File: src/rtl/multicycle_ctrl_if.sv
// Handshake/strobe bundle between multicycle_ctrl (master) and datapath/memories (slave).
// Optional perf counter fields appear only when CTRL_PERF_EN is defined.
interface multicycle_ctrl_if
`ifdef CTRL_PERF_EN
  #(parameter int RETIRE_W = 32)
`endif
  ;
  logic [31:0] inst_code;
  logic        zero;
  logic        imem_ready;
  logic        dmem_ready;
  logic        imem_req;
  logic        ir_we;
  logic        pc_we;
  logic        pc_src_br;
  logic        alu_src_imm;
  logic [1:0]  alu_op;
  logic        mem_rd;
  logic        mem_wr;
  logic        reg_we;
  logic        mem_to_reg;
  logic        trap;
  logic        bus_err;
  logic [2:0]  state;
`ifdef CTRL_PERF_EN
  logic [RETIRE_W-1:0] retired;
  logic [15:0]         stall_cyc;
`endif

  modport master (
    input  inst_code, zero, imem_ready, dmem_ready,
    output imem_req, ir_we, pc_we, pc_src_br, alu_src_imm, alu_op,
           mem_rd, mem_wr, reg_we, mem_to_reg, trap, bus_err, state
`ifdef CTRL_PERF_EN
    , output retired, stall_cyc
`endif
  );

  modport slave (
    output inst_code, zero, imem_ready, dmem_ready,
    input  imem_req, ir_we, pc_we, pc_src_br, alu_src_imm, alu_op,
           mem_rd, mem_wr, reg_we, mem_to_reg, trap, bus_err, state
`ifdef CTRL_PERF_EN
    , input retired, stall_cyc
`endif
  );
endinterface

File: src/rtl/multicycle_ctrl.sv
// Multi-cycle FETCH/DECODE/EXEC/MEM/WB sequencer for the RV32I subset core with sticky trap state.
// Optional macro CTRL_PERF_EN adds retired-instruction and stall-cycle counters.
module multicycle_ctrl #(
  parameter int MEM_TIMEOUT = 16
`ifdef CTRL_PERF_EN
  ,
  parameter int RETIRE_W = 32
`endif
) (
  input  logic              clk,
  input  logic              rst_n,
  multicycle_ctrl_if.master bus
);

  typedef enum logic [2:0] {
    FETCH  = 3'd0,
    DECODE = 3'd1,
    EXEC   = 3'd2,
    MEM    = 3'd3,
    WB     = 3'd4,
    TRAP   = 3'd5
  } state_e;

  localparam int CntW = (MEM_TIMEOUT > 1) ? $clog2(MEM_TIMEOUT) : 1;
  localparam logic [CntW-1:0] CntLast = CntW'(MEM_TIMEOUT - 1);

  state_e          state_q, state_d;
  logic [CntW-1:0] waitCnt_q, waitCnt_d;
  logic            trap_q, trap_d;
  logic            busErr_q, busErr_d;

  logic [6:0] opcode;
  logic [2:0] funct3;
  logic       isLoad, isStore, isAluI, isAluR, isBranch, legal;
  logic       unusedInstBits;

  assign opcode   = bus.inst_code[6:0];
  assign funct3   = bus.inst_code[14:12];
  assign isLoad   = (opcode == 7'b0000011);
  assign isStore  = (opcode == 7'b0100011);
  assign isAluI   = (opcode == 7'b0010011);
  assign isAluR   = (opcode == 7'b0110011);
  assign isBranch = (opcode == 7'b1100011);
  assign legal    = isLoad | isStore | isAluI | isAluR | (isBranch && (funct3[2:1] == 2'b00));
  assign unusedInstBits = ^{bus.inst_code[31:15], bus.inst_code[11:7]};

  logic       imemReq, irWe, pcWe, pcSrcBr, aluSrcImm, memRd, memWr, regWe, memToReg;
  logic [1:0] aluOp;

  always_comb begin
    imemReq   = 1'b0;
    irWe      = 1'b0;
    pcWe      = 1'b0;
    pcSrcBr   = 1'b0;
    aluSrcImm = 1'b0;
    aluOp     = 2'b00;
    memRd     = 1'b0;
    memWr     = 1'b0;
    regWe     = 1'b0;
    memToReg  = 1'b0;
    case (state_q)
      FETCH: begin
        imemReq = 1'b1;
        irWe    = bus.imem_ready;
      end
      EXEC: begin
        aluSrcImm = isAluI | isLoad | isStore;
        aluOp     = isBranch ? 2'b01 : ((isLoad | isStore) ? 2'b00 : 2'b10);
        // BNE (funct3[0]=1) inverts the sense of the ALU zero flag
        if (isBranch) begin
          pcWe    = 1'b1;
          pcSrcBr = bus.zero ^ funct3[0];
        end
      end
      MEM: begin
        memRd = isLoad;
        memWr = isStore;
        pcWe  = isStore & bus.dmem_ready;
      end
      WB: begin
        regWe    = 1'b1;
        memToReg = isLoad;
        pcWe     = 1'b1;
      end
      default: ;
    endcase
  end

  always_comb begin
    state_d   = state_q;
    waitCnt_d = waitCnt_q;
    trap_d    = trap_q;
    busErr_d  = busErr_q;
    case (state_q)
      FETCH:  if (bus.imem_ready) state_d = DECODE;
      DECODE: begin
        state_d = legal ? EXEC : TRAP;
        trap_d  = trap_q | ~legal;
      end
      EXEC: begin
        waitCnt_d = '0;
        if (isBranch)              state_d = FETCH;
        else if (isLoad | isStore) state_d = MEM;
        else                       state_d = WB;
      end
      MEM: begin
        // a completion arriving in the final allowed cycle still beats the timeout
        if (bus.dmem_ready) begin
          state_d = isLoad ? WB : FETCH;
        end else if (waitCnt_q == CntLast) begin
          state_d  = TRAP;
          trap_d   = 1'b1;
          busErr_d = 1'b1;
        end else begin
          waitCnt_d = waitCnt_q + 1'b1;
        end
      end
      WB:   state_d = FETCH;
      TRAP: state_d = TRAP;
      default: begin
        state_d = TRAP;
        trap_d  = 1'b1;
      end
    endcase
  end

  always_ff @(posedge clk or negedge rst_n) begin
    if (!rst_n) begin
      state_q   <= FETCH;
      waitCnt_q <= '0;
      trap_q    <= 1'b0;
      busErr_q  <= 1'b0;
    end else begin
      state_q   <= state_d;
      waitCnt_q <= waitCnt_d;
      trap_q    <= trap_d;
      busErr_q  <= busErr_d;
    end
  end

  assign bus.imem_req    = imemReq;
  assign bus.ir_we       = irWe;
  assign bus.pc_we       = pcWe;
  assign bus.pc_src_br   = pcSrcBr;
  assign bus.alu_src_imm = aluSrcImm;
  assign bus.alu_op      = aluOp;
  assign bus.mem_rd      = memRd;
  assign bus.mem_wr      = memWr;
  assign bus.reg_we      = regWe;
  assign bus.mem_to_reg  = memToReg;
  assign bus.trap        = trap_q;
  assign bus.bus_err     = busErr_q;
  assign bus.state       = state_q;

`ifdef CTRL_PERF_EN
  logic [RETIRE_W-1:0] retired_q;
  logic [15:0]         stallCyc_q;
  logic                stallNow;

  assign stallNow = ((state_q == FETCH) && !bus.imem_ready) ||
                    ((state_q == MEM) && !bus.dmem_ready);

  always_ff @(posedge clk or negedge rst_n) begin
    if (!rst_n) begin
      retired_q  <= '0;
      stallCyc_q <= '0;
    end else begin
      if (pcWe) retired_q <= retired_q + RETIRE_W'(1);
      if (stallNow && (stallCyc_q != 16'hFFFF)) stallCyc_q <= stallCyc_q + 16'd1;
    end
  end

  assign bus.retired   = retired_q;
  assign bus.stall_cyc = stallCyc_q;
`endif

endmodule

File: src/flat_wrapper.sv
// flat-port wrapper written by rule: the top's interface ports become plain ports
module multicycle_ctrl_flat 
#(
  parameter int MEM_TIMEOUT = 16

)
  (clk, rst_n, bus_inst_code, bus_zero, bus_imem_ready, bus_dmem_ready, bus_imem_req, bus_ir_we, bus_pc_we, bus_pc_src_br, bus_alu_src_imm, bus_alu_op, bus_mem_rd, bus_mem_wr, bus_reg_we, bus_mem_to_reg, bus_trap, bus_bus_err, bus_state);
  multicycle_ctrl_if bus_i ();
  input  logic clk;
  input  logic rst_n;
  input wire logic [$bits(bus_i.inst_code)-1:0] bus_inst_code;
  input wire logic [$bits(bus_i.zero)-1:0] bus_zero;
  input wire logic [$bits(bus_i.imem_ready)-1:0] bus_imem_ready;
  input wire logic [$bits(bus_i.dmem_ready)-1:0] bus_dmem_ready;
  output wire logic [$bits(bus_i.imem_req)-1:0] bus_imem_req;
  output wire logic [$bits(bus_i.ir_we)-1:0] bus_ir_we;
  output wire logic [$bits(bus_i.pc_we)-1:0] bus_pc_we;
  output wire logic [$bits(bus_i.pc_src_br)-1:0] bus_pc_src_br;
  output wire logic [$bits(bus_i.alu_src_imm)-1:0] bus_alu_src_imm;
  output wire logic [$bits(bus_i.alu_op)-1:0] bus_alu_op;
  output wire logic [$bits(bus_i.mem_rd)-1:0] bus_mem_rd;
  output wire logic [$bits(bus_i.mem_wr)-1:0] bus_mem_wr;
  output wire logic [$bits(bus_i.reg_we)-1:0] bus_reg_we;
  output wire logic [$bits(bus_i.mem_to_reg)-1:0] bus_mem_to_reg;
  output wire logic [$bits(bus_i.trap)-1:0] bus_trap;
  output wire logic [$bits(bus_i.bus_err)-1:0] bus_bus_err;
  output wire logic [$bits(bus_i.state)-1:0] bus_state;
  assign bus_i.inst_code = bus_inst_code;
  assign bus_i.zero = bus_zero;
  assign bus_i.imem_ready = bus_imem_ready;
  assign bus_i.dmem_ready = bus_dmem_ready;
  assign bus_imem_req = bus_i.imem_req;
  assign bus_ir_we = bus_i.ir_we;
  assign bus_pc_we = bus_i.pc_we;
  assign bus_pc_src_br = bus_i.pc_src_br;
  assign bus_alu_src_imm = bus_i.alu_src_imm;
  assign bus_alu_op = bus_i.alu_op;
  assign bus_mem_rd = bus_i.mem_rd;
  assign bus_mem_wr = bus_i.mem_wr;
  assign bus_reg_we = bus_i.reg_we;
  assign bus_mem_to_reg = bus_i.mem_to_reg;
  assign bus_trap = bus_i.trap;
  assign bus_bus_err = bus_i.bus_err;
  assign bus_state = bus_i.state;
  multicycle_ctrl #(.MEM_TIMEOUT(MEM_TIMEOUT)) u_core (.clk(clk), .rst_n(rst_n), .bus(bus_i));
endmodule
File: config.mk
export PLATFORM = sky130hd
export DESIGN_NAME = multicycle_ctrl_flat
export DESIGN_NICKNAME = d
export VERILOG_FILES = /design/src/rtl/multicycle_ctrl_if.sv /design/src/rtl/multicycle_ctrl.sv /design/src/flat_wrapper.sv
export SDC_FILE = /design/constraint.sdc
export NUM_CORES = 1
export LEC_CHECK = 0
export ABC_AREA = 1
export CAP_MARGIN = 20
export CORE_UTILIZATION = 31
export CTS_BUF_LIST = sky130_fd_sc_hd__clkbuf_2 sky130_fd_sc_hd__clkbuf_4 sky130_fd_sc_hd__clkbuf_8
export DETAILED_ROUTE_END_ITERATION = 7
export PLACE_DENSITY = 0.84
export SYNTH_ARGS = -nofsm -noshare
export SYNTH_HDL_FRONTEND = slang
export SYNTH_SLANG_ARGS = --single-unit
File: constraint.sdc
create_clock -name clk -period 1.2 [get_ports clk]
set_input_delay 0.12 -clock clk [delete_from_list [all_inputs] [get_ports clk]]
set_output_delay 0.12 -clock clk [all_outputs]
set_load 0.005 [all_outputs]
**Word level (Yosys, flattened, before mapping)**

Index checks and enable logic that the tools add are counted.

- ROM bits: 0
- Output and inout port bits: 16
- Word-level logic and storage cells: 70
- Memories kept: 0
- Latch bits: 0
- Register bits: 9
- Bits in writable memories: 0

- Div/mod/pow operators: 0
- Reductions and logical operators: 9
- Bitwise logic cells: 12
- Order comparisons: 0
- Eq/ne operators: 16
- Multiply operators: 0
- Multiplexer cells: 28
- Add/sub/neg operators: 1
- Shifts and indexed selects: 0

Operator list:

| operator | number |
|---|---|
| $mux W3 | 7 |
| $pmux W3 S5 | 1 |
| $eq A7 B6 Y1 const B | 2 |
| $mux W1 | 12 |
| $reduce_and A3 Y1 | 3 |
| $mux W4 | 2 |
| $pmux W4 S2 | 1 |
| $eq A7 B2 Y1 const B | 1 |
| $eq A7 B5 Y1 const B | 1 |
| $eq A7 B7 Y1 const B | 1 |
| $or A1 B1 Y1 | 7 |
| $eq A3 B2 Y1 const B | 2 |
| $eq A3 B3 Y1 const B | 2 |
| $mux W2 | 3 |
| $ne A2 B2 Y1 const B | 3 |
| $pmux W1 S3 | 2 |
| $add A4 B1 Y4 const B | 1 |
| $eq A4 B4 Y1 const B | 1 |
| $reduce_or A4 Y1 | 1 |
| $eq A3 B1 Y1 const B | 1 |
| $logic_not A3 Y1 | 1 |
| $ne A3 B2 Y1 const B | 1 |
| $not A1 Y1 | 3 |
| $logic_not A2 Y1 | 1 |
| 6 further kinds | 6 |

**Longest topological paths before layout**

Gate-level depths: netlist of run 1.

- Depth in word-level cells: 8
- Gate-level depth with buffers: 9

**Worst setup path after synthesis of run 1**

No wires, ideal clock.

- Path kind: reg-to-reg
- Start: register u_core.waitCnt_q[0]
- End: register u_core.waitCnt_q[0]
- Cell stages (with the launch flop): 8
- Path slack: -0.038 ns
- Path buffers: 0
- Library setup time: 0.118 ns
- Arrival: 1.120 ns
- Required time: 1.082 ns
- Cell sequence: dfrtp_1 -> ha_1 -> nand3_1 -> nand3_4 -> inv_2 -> nor2_1 -> a21oi_1 -> inv_1

- Longest elaborated chain between the ends: 4

Ends and longest elaborated chain:

| element | RTL line | source |
|---|---|---|
| from (decl) | multicycle_ctrl.sv:28 | `logic [CntW-1:0] waitCnt_q, waitCnt_d;` |
| from (signal assigned) | multicycle_ctrl.sv:135 | `waitCnt_q <= waitCnt_d;` |
| $add A4 B1 Y4 | multicycle_ctrl.sv:115 | `waitCnt_d = waitCnt_q + 1'b1;` |
| $mux W4 | multicycle_ctrl.sv:110 | `end else if (waitCnt_q == CntLast) begin` |
| $mux W4 | multicycle_ctrl.sv:108 | `if (bus.dmem_ready) begin` |
| $pmux W4 S2 | multicycle_ctrl.sv:94 | `case (state_q)` |

Several ways; a longest one is shown, not always the timed one. The select of a mux whose other input is x is not followed.
A chain may end at the register's enable or synchronous reset.

**Worst setup path after layout of run 1**

- Start: register u_core.state_q[1] (netlist: u_core.bus.state[1])
- End: output bus_ir_we

- Longest elaborated chain between the ends: 2

Ends and longest elaborated chain:

| element | RTL line | source |
|---|---|---|
| from (decl) | multicycle_ctrl.sv:27 | `state_e state_q, state_d;` |
| from (signal assigned) | multicycle_ctrl.sv:134 | `state_q <= state_d;` |
| $logic_not A3 Y1 | multicycle_ctrl.sv:61 | `case (state_q)` |
| $mux W1 | multicycle_ctrl.sv:61 |  |
| to (decl) | flat_wrapper.sv:16 | `output wire logic [$bits(bus_i.ir_we)-1:0] bus_ir_we;` |

No other way between the ends.

==> summary.md, run 1 <==
| Metric | Value |
|---|---|
| Syn nets | 147 |
| Peak VDD IR | 0.638 mV |
| Power Dens Cells | 445 nW/um2 |
| CTS tree | done |
| Fill cells | 140 |
| R2R depth | 9 |
| Worst setup margin | -277 ps |
| Global-route wire length before repair | 4540 um |
| CTS max path bufs | 2 |
| # diodes | 0 |
| Cell Area, Placed | 1190 um2 |
| Initial core utilization | 34.1% |
| Most frequent cells in the layout | buf_4 (28), nand2_1 (16), inv_1 (14), buf_6 (13), buf_2 (11) |
| Remaining antenna violation count | 0 |
| Worst-path clk slew | 60 ps |
| Hold WS | 162 ps |
| Register area share after synthesis | 32.7% |
| Vias in the first global route | 1,078 |
| Final setup vio count | 22 |
| Max-cap viol count | 0 |
| Worst setup EP type | output pin |
| Final Hold Viols | 0 |
| Final Net Count | 223 |
| Cells after synthesis | 109 |
| Total clock sinks | 9 |
| H-Tree Depth | 1 |
| Die Height | 49.2 um |
| DRC Markers | 0 |
| Die Span X | 49.2 um |
| GPL Wtd Cong | 0.835 |
| Failing checks | setup timing |
| Mean Syn Cell Area | 6.32 um2 |
| Core area | 2020 um2 |
| RSZ-0062 raised after global routing | yes |
| Synthesis Warnings | 0 |
| Worst setup SP type | flip-flop |
| Total Wirelength | 2940 um |
| Drt wl/cell | 13.9 um |
| Critical R2R Launch | u_core.bus.state[2] |
| Fin Clk Skew | 0.575 ps |
| Leak Pwr | 0.788 nW |
| Cell variety after synth | 20 |
| Area grow syn2layout | 118% |
| Dpl hpwl | 1540 um |
| Cell Area, Synth | 689 um2 |
| Rel. slew slack | 72.5% |
| Slack of the worst reg-to-reg path | -230 ps |
| Drt first pass iters | 4 |
| Largest net degree at the start of global routing | 10 |
| Crit Reg-Reg Endpoint | u_core.waitCnt_q[2] |
| Most common library cell in the layout ignoring fill and taps | buf_4 |
| Status | complete, but fails checks |
| Slew Limit Fails | 0 |
| Rows | 16 |
| Tot GR Track Use | 24.0% |
| Top-Level Pins | 53 |
| Worst-path fanout max | 4 |
| Seq cells post-synth | 9 |
| DR vias | 1,007 |
| Worst Path Required | 1080 ps |
| Fmax | 0.677 GHz |
| Number of CTS-inserted buffers | 3 |
| Min-delay worst type | in2async |
| DRT iter0 DRCs | 11 |
| Layout cells sized above 1 | 58.7% |
| Initial antenna violation count | 0 |
| Final instance area | 1510 um2 |
| Worst-Skew Late Latency | 250 ps |
| # port buffers | 30 |
| Root Driver | clkbuf_4 |
| Final period utilization | 123% |
| DIE AREA | 2420 um2 |
| Total congestion overflow | 0 |
| Period minus WS final | 1480 ps |
| Vias per cell | 4.77 |
| WP data arrival | 1360 ps |
| CP Class | reg2out |
| Least-Margin Pin Slew | 412 ps |
[layout make-up]
type	count	area, um2	share of cell area (%)
repair buffers	71	586	38.9
clock buffers	4	30.0	2.00
inverters	21	81.3	5.40
multi-input cells	79	547	36.3
flip-flops and latches	9	228	15.1
well taps	27	33.8	2.24
[worst max path at each step]
stage	end	slack [ps]	cells after the start	startpoint
floorplan	bus_pc_we	2	7	u_core.bus.state[2]
global placement	bus_pc_we	-620	8	bus_inst_code[1]
detailed placement	bus_pc_we	-700	8	bus_inst_code[1]
CTS	bus_alu_src_imm	-250	7	u_core.bus.state[2]
global route	bus_pc_src_br	-340	7	u_core.bus.state[2]
finish	bus_ir_we	-280	4	u_core.bus.state[1]
[cells in the mapped netlist]
cell type / n / area (um2)
nand2_1: 27 / 101
ha_1: 1 / 12.5
o21bai_1: 1 / 7.51
o21ai_2: 1 / 8.76
o21ai_1: 1 / 5.00
a21oi_1: 2 / 10.0
nand3_1: 12 / 60.1
nand3_4: 1 / 17.5
nor3_1: 4 / 20.0
xnor2_1: 1 / 8.76
a21boi_1: 1 / 7.51
nor2_2: 4 / 25.0
nand4_1: 1 / 6.26
o21ai_0: 2 / 10.0
or2_1: 1 / 6.26
inv_2: 4 / 15.0
inv_1: 17 / 63.8
nor2_1: 18 / 67.6
dfrtp_1: 9 / 225
nor2_4: 1 / 11.3
[flip-flops by register name (all words and copies together), names as in the netlist]
| signal | cells |
|---|---|
| u_core.waitCnt_q | 4 |
| u_core.bus.state | 3 |
| u_core.bus.bus_err | 1 |
| u_core.bus.trap | 1 |
[where the power goes]
group | leakage (nW) | internal (mW) | switching (mW) | total (mW)
combinational | 0.662 | 0.0583 | 0.0531 | 0.111
sequential | 0.108 | 0.303 | 0 | 0.303
clock | 0.0184 | 0.151 | 0.104 | 0.255
total | 0.788 | 0.512 | 0.157 | 0.669
[cells by family (layout without fill, tap and decap cells)]
logic type,after synthesis,after routing,share of synthesized area (%)
XOR/XNOR,1,1,1.27
flip-flops,9,9,32.7
AO/OA/AOI/OAI,8,8,7.08
buffers and inverters,21,96,11.4
adder cells (fa/ha/maj),1,1,1.81
AND/OR/NAND/NOR,69,69,45.7
[per-layer routing]
metal  wire [um]  global-route usage (%)  up-vias
met4          47                    5.88        0
met1        1150                    24.1      480
met3         118                    4.36        6
met5           0                       0        -
li1            -                       -      486
met2        1620                    48.9       35
[stage by stage]
step	util [%]	total power, mW	worst slack, ps	std cells	TNS [ps]
final	74.4	0.669	-277	211	-4290
after global routing	74.4	0.702	-337	211	-5510
after CTS	71.4	0.674	-248	209	-3190
after detailed placement	58.7	0.407	-699	187	-6760
after global placement	58.7	0.404	-622	187	-6060
after floorplan	-	0.334	1.66	109	0
[critical path, cell delays in order, from the launching register on]
cell     delay [ps]
dfrtp_2         440
or2_4           300
buf_6           130
nor3_2           90
buf_2           140
[timing repair]
item,in CTS,in global routing
setup endpoints to repair,21,23
pin swaps,23,17
hold buffers,0,0
resized for setup,98,22
buffers inserted,22,3
Note: power is estimated with default switching activity, not from simulation.
==> inputs of run 2 (changes only) <==
--- a/config.mk
+++ b/config.mk
@@ -6,6 +6,7 @@
 export NUM_CORES = 1
 export LEC_CHECK = 0
 export ABC_AREA = 1
+export ABC_CLOCK_PERIOD_IN_PS = 1200
 export CAP_MARGIN = 20
 export CORE_UTILIZATION = 31
 export CTS_BUF_LIST = sky130_fd_sc_hd__clkbuf_2 sky130_fd_sc_hd__clkbuf_4 sky130_fd_sc_hd__clkbuf_8
==> results of run 2 <==
The final DEF is identical to that of run 1; final timing and power are the same.
